File: src/rtl/flappy_game_ctrl_if.sv
// Signal bundle between flappy_game_ctrl and its neighbours (debouncer,
// flight_physics, pipe generator, VGA overlay). Clock and reset stay outside.
interface flappy_game_ctrl_if;
    logic        FrameTick;
    logic        BtnPress;
    logic [9:0]  Bird_X_L;
    logic [9:0]  Bird_X_R;
    logic [9:0]  Bird_Y_T;
    logic [9:0]  Bird_Y_B;
    logic [9:0]  Pipe_X_L;
    logic [9:0]  Pipe_X_R;
    logic [9:0]  Gap_Y_T;
    logic [9:0]  Gap_Y_B;
    logic        Phys_q_Stop;
    logic        PhysStart;
    logic        PhysAck;
    logic        PipeRun;
    logic        Flash;
    logic [11:0] Score;
    logic [11:0] HighScore;
    logic        q_Init;
    logic        q_Ready;
    logic        q_Play;
    logic        q_Dying;
    logic        q_Over;

    // Surrounding system drives the frame/button/geometry inputs.
    modport master (
        output FrameTick, BtnPress,
        output Bird_X_L, Bird_X_R, Bird_Y_T, Bird_Y_B,
        output Pipe_X_L, Pipe_X_R, Gap_Y_T, Gap_Y_B, Phys_q_Stop,
        input  PhysStart, PhysAck, PipeRun, Flash, Score, HighScore,
        input  q_Init, q_Ready, q_Play, q_Dying, q_Over
    );

    // The game controller consumes them and drives the sequencing outputs.
    modport slave (
        input  FrameTick, BtnPress,
        input  Bird_X_L, Bird_X_R, Bird_Y_T, Bird_Y_B,
        input  Pipe_X_L, Pipe_X_R, Gap_Y_T, Gap_Y_B, Phys_q_Stop,
        output PhysStart, PhysAck, PipeRun, Flash, Score, HighScore,
        output q_Init, q_Ready, q_Play, q_Dying, q_Over
    );
endinterface

File: src/rtl/flappy_game_ctrl.sv
// Flappy-VGA game sequencer: INIT/READY/PLAY/DYING/OVER, per-frame collision and
// BCD scoring. Define HIGHSCORE_EN to build the high-score register and comparator.
module flappy_game_ctrl #(
    parameter logic [9:0] GROUND_Y     = 10'd440,
    parameter logic [7:0] DEATH_FRAMES = 8'd60
) (
    input  logic              Clk,
    input  logic              reset,
    flappy_game_ctrl_if.slave bus
);

    typedef enum logic [2:0] {
        S_INIT  = 3'd0,
        S_READY = 3'd1,
        S_PLAY  = 3'd2,
        S_DYING = 3'd3,
        S_OVER  = 3'd4
    } state_t;

    state_t      state_q, state_d;
    logic [11:0] score_q, score_d;
    logic [7:0]  frame_cnt_q, frame_cnt_d;
    logic        scored_q, scored_d;
    logic        phys_start_q, phys_start_d;
    logic        phys_ack_q, phys_ack_d;

    logic bird_on_ground;
    logic overlap_x;
    logic outside_gap;
    logic hit;
    logic pipe_passed;
    logic pipe_approaching;
    logic score_event;
    logic enter_over;

    // Three-digit BCD increment with per-digit carry, saturating at 999.
    function automatic logic [11:0] bcd_inc(input logic [11:0] v);
        logic [3:0]  d0;
        logic [3:0]  d1;
        logic [3:0]  d2;
        logic [11:0] r;
        d0 = v[3:0];
        d1 = v[7:4];
        d2 = v[11:8];
        if (v == 12'h999) begin
            r = v;
        end else begin
            if (d0 == 4'd9) begin
                d0 = 4'd0;
                if (d1 == 4'd9) begin
                    d1 = 4'd0;
                    d2 = d2 + 4'd1;
                end else begin
                    d1 = d1 + 4'd1;
                end
            end else begin
                d0 = d0 + 4'd1;
            end
            r = {d2, d1, d0};
        end
        return r;
    endfunction

    assign bird_on_ground   = (bus.Bird_Y_B >= GROUND_Y);
    assign overlap_x        = (bus.Bird_X_R >= bus.Pipe_X_L) && (bus.Bird_X_L <= bus.Pipe_X_R);
    assign outside_gap      = (bus.Bird_Y_T < bus.Gap_Y_T) || (bus.Bird_Y_B > bus.Gap_Y_B);
    assign hit              = bird_on_ground || bus.Phys_q_Stop || (overlap_x && outside_gap);
    assign pipe_passed      = (bus.Pipe_X_R < bus.Bird_X_L);
    assign pipe_approaching = !pipe_passed;
    assign score_event      = !hit && pipe_passed && !scored_q;
    assign enter_over       = (state_q == S_DYING) && bus.FrameTick &&
                              (frame_cnt_q == (DEATH_FRAMES - 8'd1));

    // PhysStart/PhysAck are single-cycle pulses registered on the transition edge
    // (READY->PLAY and OVER->INIT); flight_physics samples them without a ready back.
    always_comb begin
        state_d      = state_q;
        score_d      = score_q;
        frame_cnt_d  = frame_cnt_q;
        scored_d     = scored_q;
        phys_start_d = 1'b0;
        phys_ack_d   = 1'b0;
        case (state_q)
            S_INIT: begin
                score_d     = 12'h000;
                frame_cnt_d = 8'd0;
                scored_d    = 1'b0;
                state_d     = S_READY;
            end
            S_READY: begin
                if (bus.BtnPress) begin
                    state_d      = S_PLAY;
                    phys_start_d = 1'b1;
                end
            end
            S_PLAY: begin
                if (bus.FrameTick) begin
                    if (hit) begin
                        state_d     = S_DYING;
                        frame_cnt_d = 8'd0;
                    end else if (score_event) begin
                        score_d  = bcd_inc(score_q);
                        scored_d = 1'b1;
                    end
                    if (pipe_approaching) begin
                        scored_d = 1'b0;
                    end
                end
            end
            S_DYING: begin
                if (bus.FrameTick) begin
                    frame_cnt_d = frame_cnt_q + 8'd1;
                    if (enter_over) begin
                        state_d = S_OVER;
                    end
                end
            end
            S_OVER: begin
                if (bus.BtnPress) begin
                    state_d    = S_INIT;
                    phys_ack_d = 1'b1;
                end
            end
            default: begin
                state_d = S_INIT;
            end
        endcase
    end

    always_ff @(posedge Clk or negedge reset) begin
        if (!reset) begin
            state_q      <= S_INIT;
            score_q      <= 12'h000;
            frame_cnt_q  <= 8'd0;
            scored_q     <= 1'b0;
            phys_start_q <= 1'b0;
            phys_ack_q   <= 1'b0;
        end else begin
            state_q      <= state_d;
            score_q      <= score_d;
            frame_cnt_q  <= frame_cnt_d;
            scored_q     <= scored_d;
            phys_start_q <= phys_start_d;
            phys_ack_q   <= phys_ack_d;
        end
    end

`ifdef HIGHSCORE_EN
    logic [11:0] high_score_q, high_score_d;

    // Packed BCD orders the same as its decimal value, so a plain compare works.
    always_comb begin
        high_score_d = high_score_q;
        if (enter_over && (score_q > high_score_q)) begin
            high_score_d = score_q;
        end
    end

    always_ff @(posedge Clk or negedge reset) begin
        if (!reset) begin
            high_score_q <= 12'h000;
        end else begin
            high_score_q <= high_score_d;
        end
    end

    assign bus.HighScore = high_score_q;
`else
    assign bus.HighScore = 12'h000;
`endif

    assign bus.PhysStart = phys_start_q;
    assign bus.PhysAck   = phys_ack_q;
    assign bus.PipeRun   = (state_q == S_PLAY);
    assign bus.Flash     = (state_q == S_DYING) && frame_cnt_q[3];
    assign bus.Score     = score_q;

    assign bus.q_Init    = (state_q == S_INIT);
    assign bus.q_Ready   = (state_q == S_READY);
    assign bus.q_Play    = (state_q == S_PLAY);
    assign bus.q_Dying   = (state_q == S_DYING);
    assign bus.q_Over    = (state_q == S_OVER);

endmodule

File: src/flat_wrapper.sv
// flat-port wrapper written by rule: the top's interface ports become plain ports
module flappy_game_ctrl_flat 
#(
    parameter logic [9:0] GROUND_Y     = 10'd440,
    parameter logic [7:0] DEATH_FRAMES = 8'd60
)
  (Clk, reset, bus_FrameTick, bus_BtnPress, bus_Bird_X_L, bus_Bird_X_R, bus_Bird_Y_T, bus_Bird_Y_B, bus_Pipe_X_L, bus_Pipe_X_R, bus_Gap_Y_T, bus_Gap_Y_B, bus_Phys_q_Stop, bus_PhysStart, bus_PhysAck, bus_PipeRun, bus_Flash, bus_Score, bus_HighScore, bus_q_Init, bus_q_Ready, bus_q_Play, bus_q_Dying, bus_q_Over);
  flappy_game_ctrl_if bus_i ();
  input  logic Clk;
  input  logic reset;
  input wire logic [$bits(bus_i.FrameTick)-1:0] bus_FrameTick;
  input wire logic [$bits(bus_i.BtnPress)-1:0] bus_BtnPress;
  input wire logic [$bits(bus_i.Bird_X_L)-1:0] bus_Bird_X_L;
  input wire logic [$bits(bus_i.Bird_X_R)-1:0] bus_Bird_X_R;
  input wire logic [$bits(bus_i.Bird_Y_T)-1:0] bus_Bird_Y_T;
  input wire logic [$bits(bus_i.Bird_Y_B)-1:0] bus_Bird_Y_B;
  input wire logic [$bits(bus_i.Pipe_X_L)-1:0] bus_Pipe_X_L;
  input wire logic [$bits(bus_i.Pipe_X_R)-1:0] bus_Pipe_X_R;
  input wire logic [$bits(bus_i.Gap_Y_T)-1:0] bus_Gap_Y_T;
  input wire logic [$bits(bus_i.Gap_Y_B)-1:0] bus_Gap_Y_B;
  input wire logic [$bits(bus_i.Phys_q_Stop)-1:0] bus_Phys_q_Stop;
  output wire logic [$bits(bus_i.PhysStart)-1:0] bus_PhysStart;
  output wire logic [$bits(bus_i.PhysAck)-1:0] bus_PhysAck;
  output wire logic [$bits(bus_i.PipeRun)-1:0] bus_PipeRun;
  output wire logic [$bits(bus_i.Flash)-1:0] bus_Flash;
  output wire logic [$bits(bus_i.Score)-1:0] bus_Score;
  output wire logic [$bits(bus_i.HighScore)-1:0] bus_HighScore;
  output wire logic [$bits(bus_i.q_Init)-1:0] bus_q_Init;
  output wire logic [$bits(bus_i.q_Ready)-1:0] bus_q_Ready;
  output wire logic [$bits(bus_i.q_Play)-1:0] bus_q_Play;
  output wire logic [$bits(bus_i.q_Dying)-1:0] bus_q_Dying;
  output wire logic [$bits(bus_i.q_Over)-1:0] bus_q_Over;
  assign bus_i.FrameTick = bus_FrameTick;
  assign bus_i.BtnPress = bus_BtnPress;
  assign bus_i.Bird_X_L = bus_Bird_X_L;
  assign bus_i.Bird_X_R = bus_Bird_X_R;
  assign bus_i.Bird_Y_T = bus_Bird_Y_T;
  assign bus_i.Bird_Y_B = bus_Bird_Y_B;
  assign bus_i.Pipe_X_L = bus_Pipe_X_L;
  assign bus_i.Pipe_X_R = bus_Pipe_X_R;
  assign bus_i.Gap_Y_T = bus_Gap_Y_T;
  assign bus_i.Gap_Y_B = bus_Gap_Y_B;
  assign bus_i.Phys_q_Stop = bus_Phys_q_Stop;
  assign bus_PhysStart = bus_i.PhysStart;
  assign bus_PhysAck = bus_i.PhysAck;
  assign bus_PipeRun = bus_i.PipeRun;
  assign bus_Flash = bus_i.Flash;
  assign bus_Score = bus_i.Score;
  assign bus_HighScore = bus_i.HighScore;
  assign bus_q_Init = bus_i.q_Init;
  assign bus_q_Ready = bus_i.q_Ready;
  assign bus_q_Play = bus_i.q_Play;
  assign bus_q_Dying = bus_i.q_Dying;
  assign bus_q_Over = bus_i.q_Over;
  flappy_game_ctrl #(.GROUND_Y(GROUND_Y), .DEATH_FRAMES(DEATH_FRAMES)) u_core (.Clk(Clk), .reset(reset), .bus(bus_i));
endmodule
File: config.mk
export PLATFORM = sky130hd
export DESIGN_NAME = flappy_game_ctrl_flat
export DESIGN_NICKNAME = d
export VERILOG_FILES = /design/src/rtl/flappy_game_ctrl_if.sv /design/src/rtl/flappy_game_ctrl.sv /design/src/flat_wrapper.sv
export SDC_FILE = /design/constraint.sdc
export NUM_CORES = 1
export LEC_CHECK = 0
export CAP_MARGIN = 0
export CORE_ASPECT_RATIO = 1.1
export CORE_UTILIZATION = 47
export DETAILED_ROUTE_END_ITERATION = 12
export HOLD_SLACK_MARGIN = 0.08
export MAX_ROUTING_LAYER = met4
export PLACE_DENSITY = 0.95
export SYNTH_ARGS = -nofsm -noshare
export SYNTH_HDL_FRONTEND = slang
export SYNTH_SLANG_ARGS = --single-unit
export TNS_END_PERCENT = 50
File: constraint.sdc
create_clock -name Clk -period 5.37 [get_ports Clk]
set_clock_uncertainty 0.15 [all_clocks]
set_input_delay 1.074 -clock Clk [delete_from_list [all_inputs] [get_ports Clk]]
set_output_delay 1.074 -clock Clk [all_outputs]
set_load 0.01 [all_outputs]
==> results.py <==
metrics = {
    "setup_path": {
        "path_class": "reg2out",
        "worstPathCellList": "inv_1 > nor2_1 > buf_4 > and2_1 > clkdlybuf4s50_1",
        "startpoint": "u_core.state_q[1]$_DFFE_PN0P_",
        "reg2reg_depth": 9,
        "crit_buf_inv": 3,
        "slowest_stage": "dfrtp_1",
        "critical_path_required_ns": 4.15,
        "crit_fanout": 22,
        "cp_slowest_stage_delay_ns": 0.84,
        "cp.depth": 5,
        "cp_top_family": "buffers and inverters",
        "cp-end-kind": "output pin",
        "arrival_ns": 2.43,
        "r2r_start": "u_core.bus.Score[1]$_DFFE_PN0P_",
        "startpoint_type": "flop",
    },
    "sta": {
        "period_needed_ns": 3.65,
        "final-setup-viol-count": 0,
        "finalCritPeriodShare_pct": 68.0,
        "slew_headroom_pct": 49.8,
        "fin_ws_ns": 1.72,
        "worst_pin_slew_ns": 0.752,
        "final.setup.tns_ns": 0,
        "clock.fmax_mhz": 274,
        "drv_slew": 0,
        "final-hold-violation-count": 0,
        "rsz0062_at_grt": "false",
    },
    "routing": {
        "first_pass_iters": 4,
        "via_per_inst": 5.52,
        "antenna_left": 0,
        "wl_um": 7530,
        "drt_iter0_markers": 201,
        "detail_route.wl_per_cell_um": 14.8,
        "drc_errors": 0,
        "num_vias": 2809,
    },
    "grt": {
        "antenna_found_initial": 0,
        "grt_max_degree": 27,
        "grt.total_usage_pct": 27.3,
        "grt_pass1_wl_um": 12500,
        "grt_pass1_vias": 2883,
        "grt-ovfl-total": 0,
    },
    "placed_design": {
        "place_ws_ns": 1.54,
        "gp_congestion": 0.914,
        "hpwl_um": 6230,
        "portBuffers": 105,
    },
    "floorplan": {
        "io_pins": 118,
        "rows": 28,
        "die-width_um": 74.4,
        "fp.coreArea_um2": 5470,
        "start_util_pct": 49.6,
        "die_h_um": 81.7,
        "die-area_um2": 6080,
    },
    "clock_tree": {
        "ctsRootBufferMaster": "clkbuf_8",
        "clockBufferDepth": 2,
        "cts_buffers": 3,
        "cts_tree": "built",
        "clock_latency_ns": 0.26,
        "cts_hold_buf": 0,
        "cts_setup_buffers": 0,
        "cts_resized": 0,
        "clock_sinks": 26,
        "clk_pin_slew_ns": 0.09,
        "htreeDepth": 1,
    },
    "synthesis": {
        "yosys_warnings": 0,
        "synthDistinctLibCells": 52,
        "yosysSeqAreaShare_pct": 24.0,
        "netlist_area_um2": 2710,
        "synth_seq_cells": 26,
        "syn_avg_cell_area_um2": 8.17,
        "syn_inst": 332,
        "synth-main-ff-cell": "dfrtp_1",
        "async_flop_share_pct": 100,
        "synth_edf_count": 0,
    },
    "run_status": {
        "status": "finished clean",
    },
    "pwr": {
        "pwr-share-comb_pct": 56.1,
        "powerDensity_nw_per_um2": 238,
        "clkPwrFrac_pct": 12.0,
        "pwr-share-seq_pct": 31.8,
        "swShare_pct": 42.7,
        "ir_drop_mv": 0.152,
        "power_switching_mw": 0.388,
        "intPower_mw": 0.522,
        "p_leak_nw": 1.88,
    },
    "final_layout": {
        "seq_area_um2": 651,
        "final_common_cell": "clkdlybuf4s50_1",
        "nFillCells": 441,
        "final_nets": 567,
        "multi_input_area_um2": 1770,
        "diodes": 0,
        "drive_above_1_share_pct": 3.23,
        "area_growth_pct": 41.0,
        "final_cell_mix": "clkdlybuf4s50_1, inv_1, ha_1, nand2_1, dfrtp_1",
    },
    "worst_hold_path": {
        "hold_path_class": "reg2reg",
        "hp-start": "u_core.bus.Score[3]$_DFFE_PN0P_",
        "min_path_cells": 1,
    },
    "flow_run": {
        "drv_cap": 0,
    },
}
-- worst register-to-register path, stage by stage (launching register included) --
cell and delay (ns):
dfrtp_1 0.42, inv_1 0.09, ha_1 0.17, nand3b_1 0.22, o41ai_1 0.39, a21oi_1 0.12, nand3_1 0.27, a21oi_2 0.12
and3_1 0.20, a221o_1 0.29
-- cell usage after synthesis (4+ instances only) --
cell / n / area, µm²
a211oi_1: 4 / 30.0
a21o_1: 13 / 97.6
a21oi_1: 22 / 110
a221o_1: 5 / 50.1
a31oi_1: 6 / 37.5
and3_1: 6 / 37.5
buf_4: 13 / 97.6
clkbuf_1: 4 / 15.0
dfrtp_1: 26 / 651
ha_1: 46 / 576
inv_1: 54 / 203
nand2_1: 26 / 97.6
nand3_1: 16 / 80.1
nand4_1: 10 / 62.6
nor2_1: 15 / 56.3
nor3_1: 7 / 35.0
o21ai_0: 6 / 30.0
o31ai_1: 7 / 52.6
-- area by class of cell --
class	count	share of cell area (%)
Timing Repair Buffer	107	27.9
Inverter	54	5.30
Multi-Input combinational cell	244	46.3
Sequential cell	26	17.0
Clock buffer	3	1.08
Tap cell	75	2.45
-- sequential cells by signal (all words and copies together), names as in the netlist --
register              cells
u_core.bus.Score         12
u_core.bus.PhysAck        1
u_core.frame_cnt_q        8
u_core.scored_q           1
u_core.bus.PhysStart      1
u_core.state_q            3
-- final timing paths --
path	end	slack (ns)
max	bus_Flash	1.72
min	u_core.bus.Score[3]$_DFFE_PN0P_	0.39
max reg2reg	u_core.bus.Score[10]$_DFFE_PN0P_	2.81
min reg2reg	u_core.bus.Score[3]$_DFFE_PN0P_	0.39
max in group asynchronous	u_core.bus.Score[11]$_DFFE_PN0P_	3.80
min in group asynchronous	u_core.frame_cnt_q[2]$_DFFE_PN0P_	1.02
-- kinds of logic after synthesis --
kind of cell	Yosys count	synth area share [%]
multiplexers	3	1.15
AND/OR/NAND/NOR	96	17.7
buffers and inverters	73	12.3
flip-flops	26	24.0
adder cells (fa/ha/maj)	46	21.2
other	1	0.138
AO/OA/AOI/OAI	87	23.5
-- stage by stage --
| step | instance area [µm²] | util, % | cells | total power [mW] | hold WS (ns) |
|---|---|---|---|---|---|
| 2_1_floorplan | 2750 | - | 343 | 0.596 | 0.345 |
| 5_1_grt | 3820 | 70.0 | 509 | 0.983 | 0.421 |
| 4_1_cts | 3820 | 70.0 | 509 | 0.909 | 0.388 |
| 3_3_place_gp | 3780 | 69.2 | 506 | 0.771 | 0.365 |
| 3_5_place_dp | 3780 | 69.2 | 506 | 0.796 | 0.370 |
| 6_report | 3820 | 70.0 | 509 | 0.910 | 0.391 |
-- power groups by stage --
stage / Combinational (mW) / Sequential [mW] / Clock [mW]
finish: 0.511 / 0.290 / 0.109
global route: 0.566 / 0.298 / 0.120
CTS: 0.509 / 0.288 / 0.112
detailed placement: 0.504 / 0.291 / 0
global placement: 0.482 / 0.289 / 0
floorplan: 0.329 / 0.267 / 0
-- routing by layer --
metal | vias up | wire [µm] | track usage, %
li1 | 1372 | - | -
met1 | 1298 | 2960 | 29.3
met2 | 109 | 3910 | 50.3
met3 | 30 | 414 | 4.42
met4 | 0 | 246 | 9.25
met5 | - | 0 | -
No activity file was read; power rests on OpenSTA's default activity.
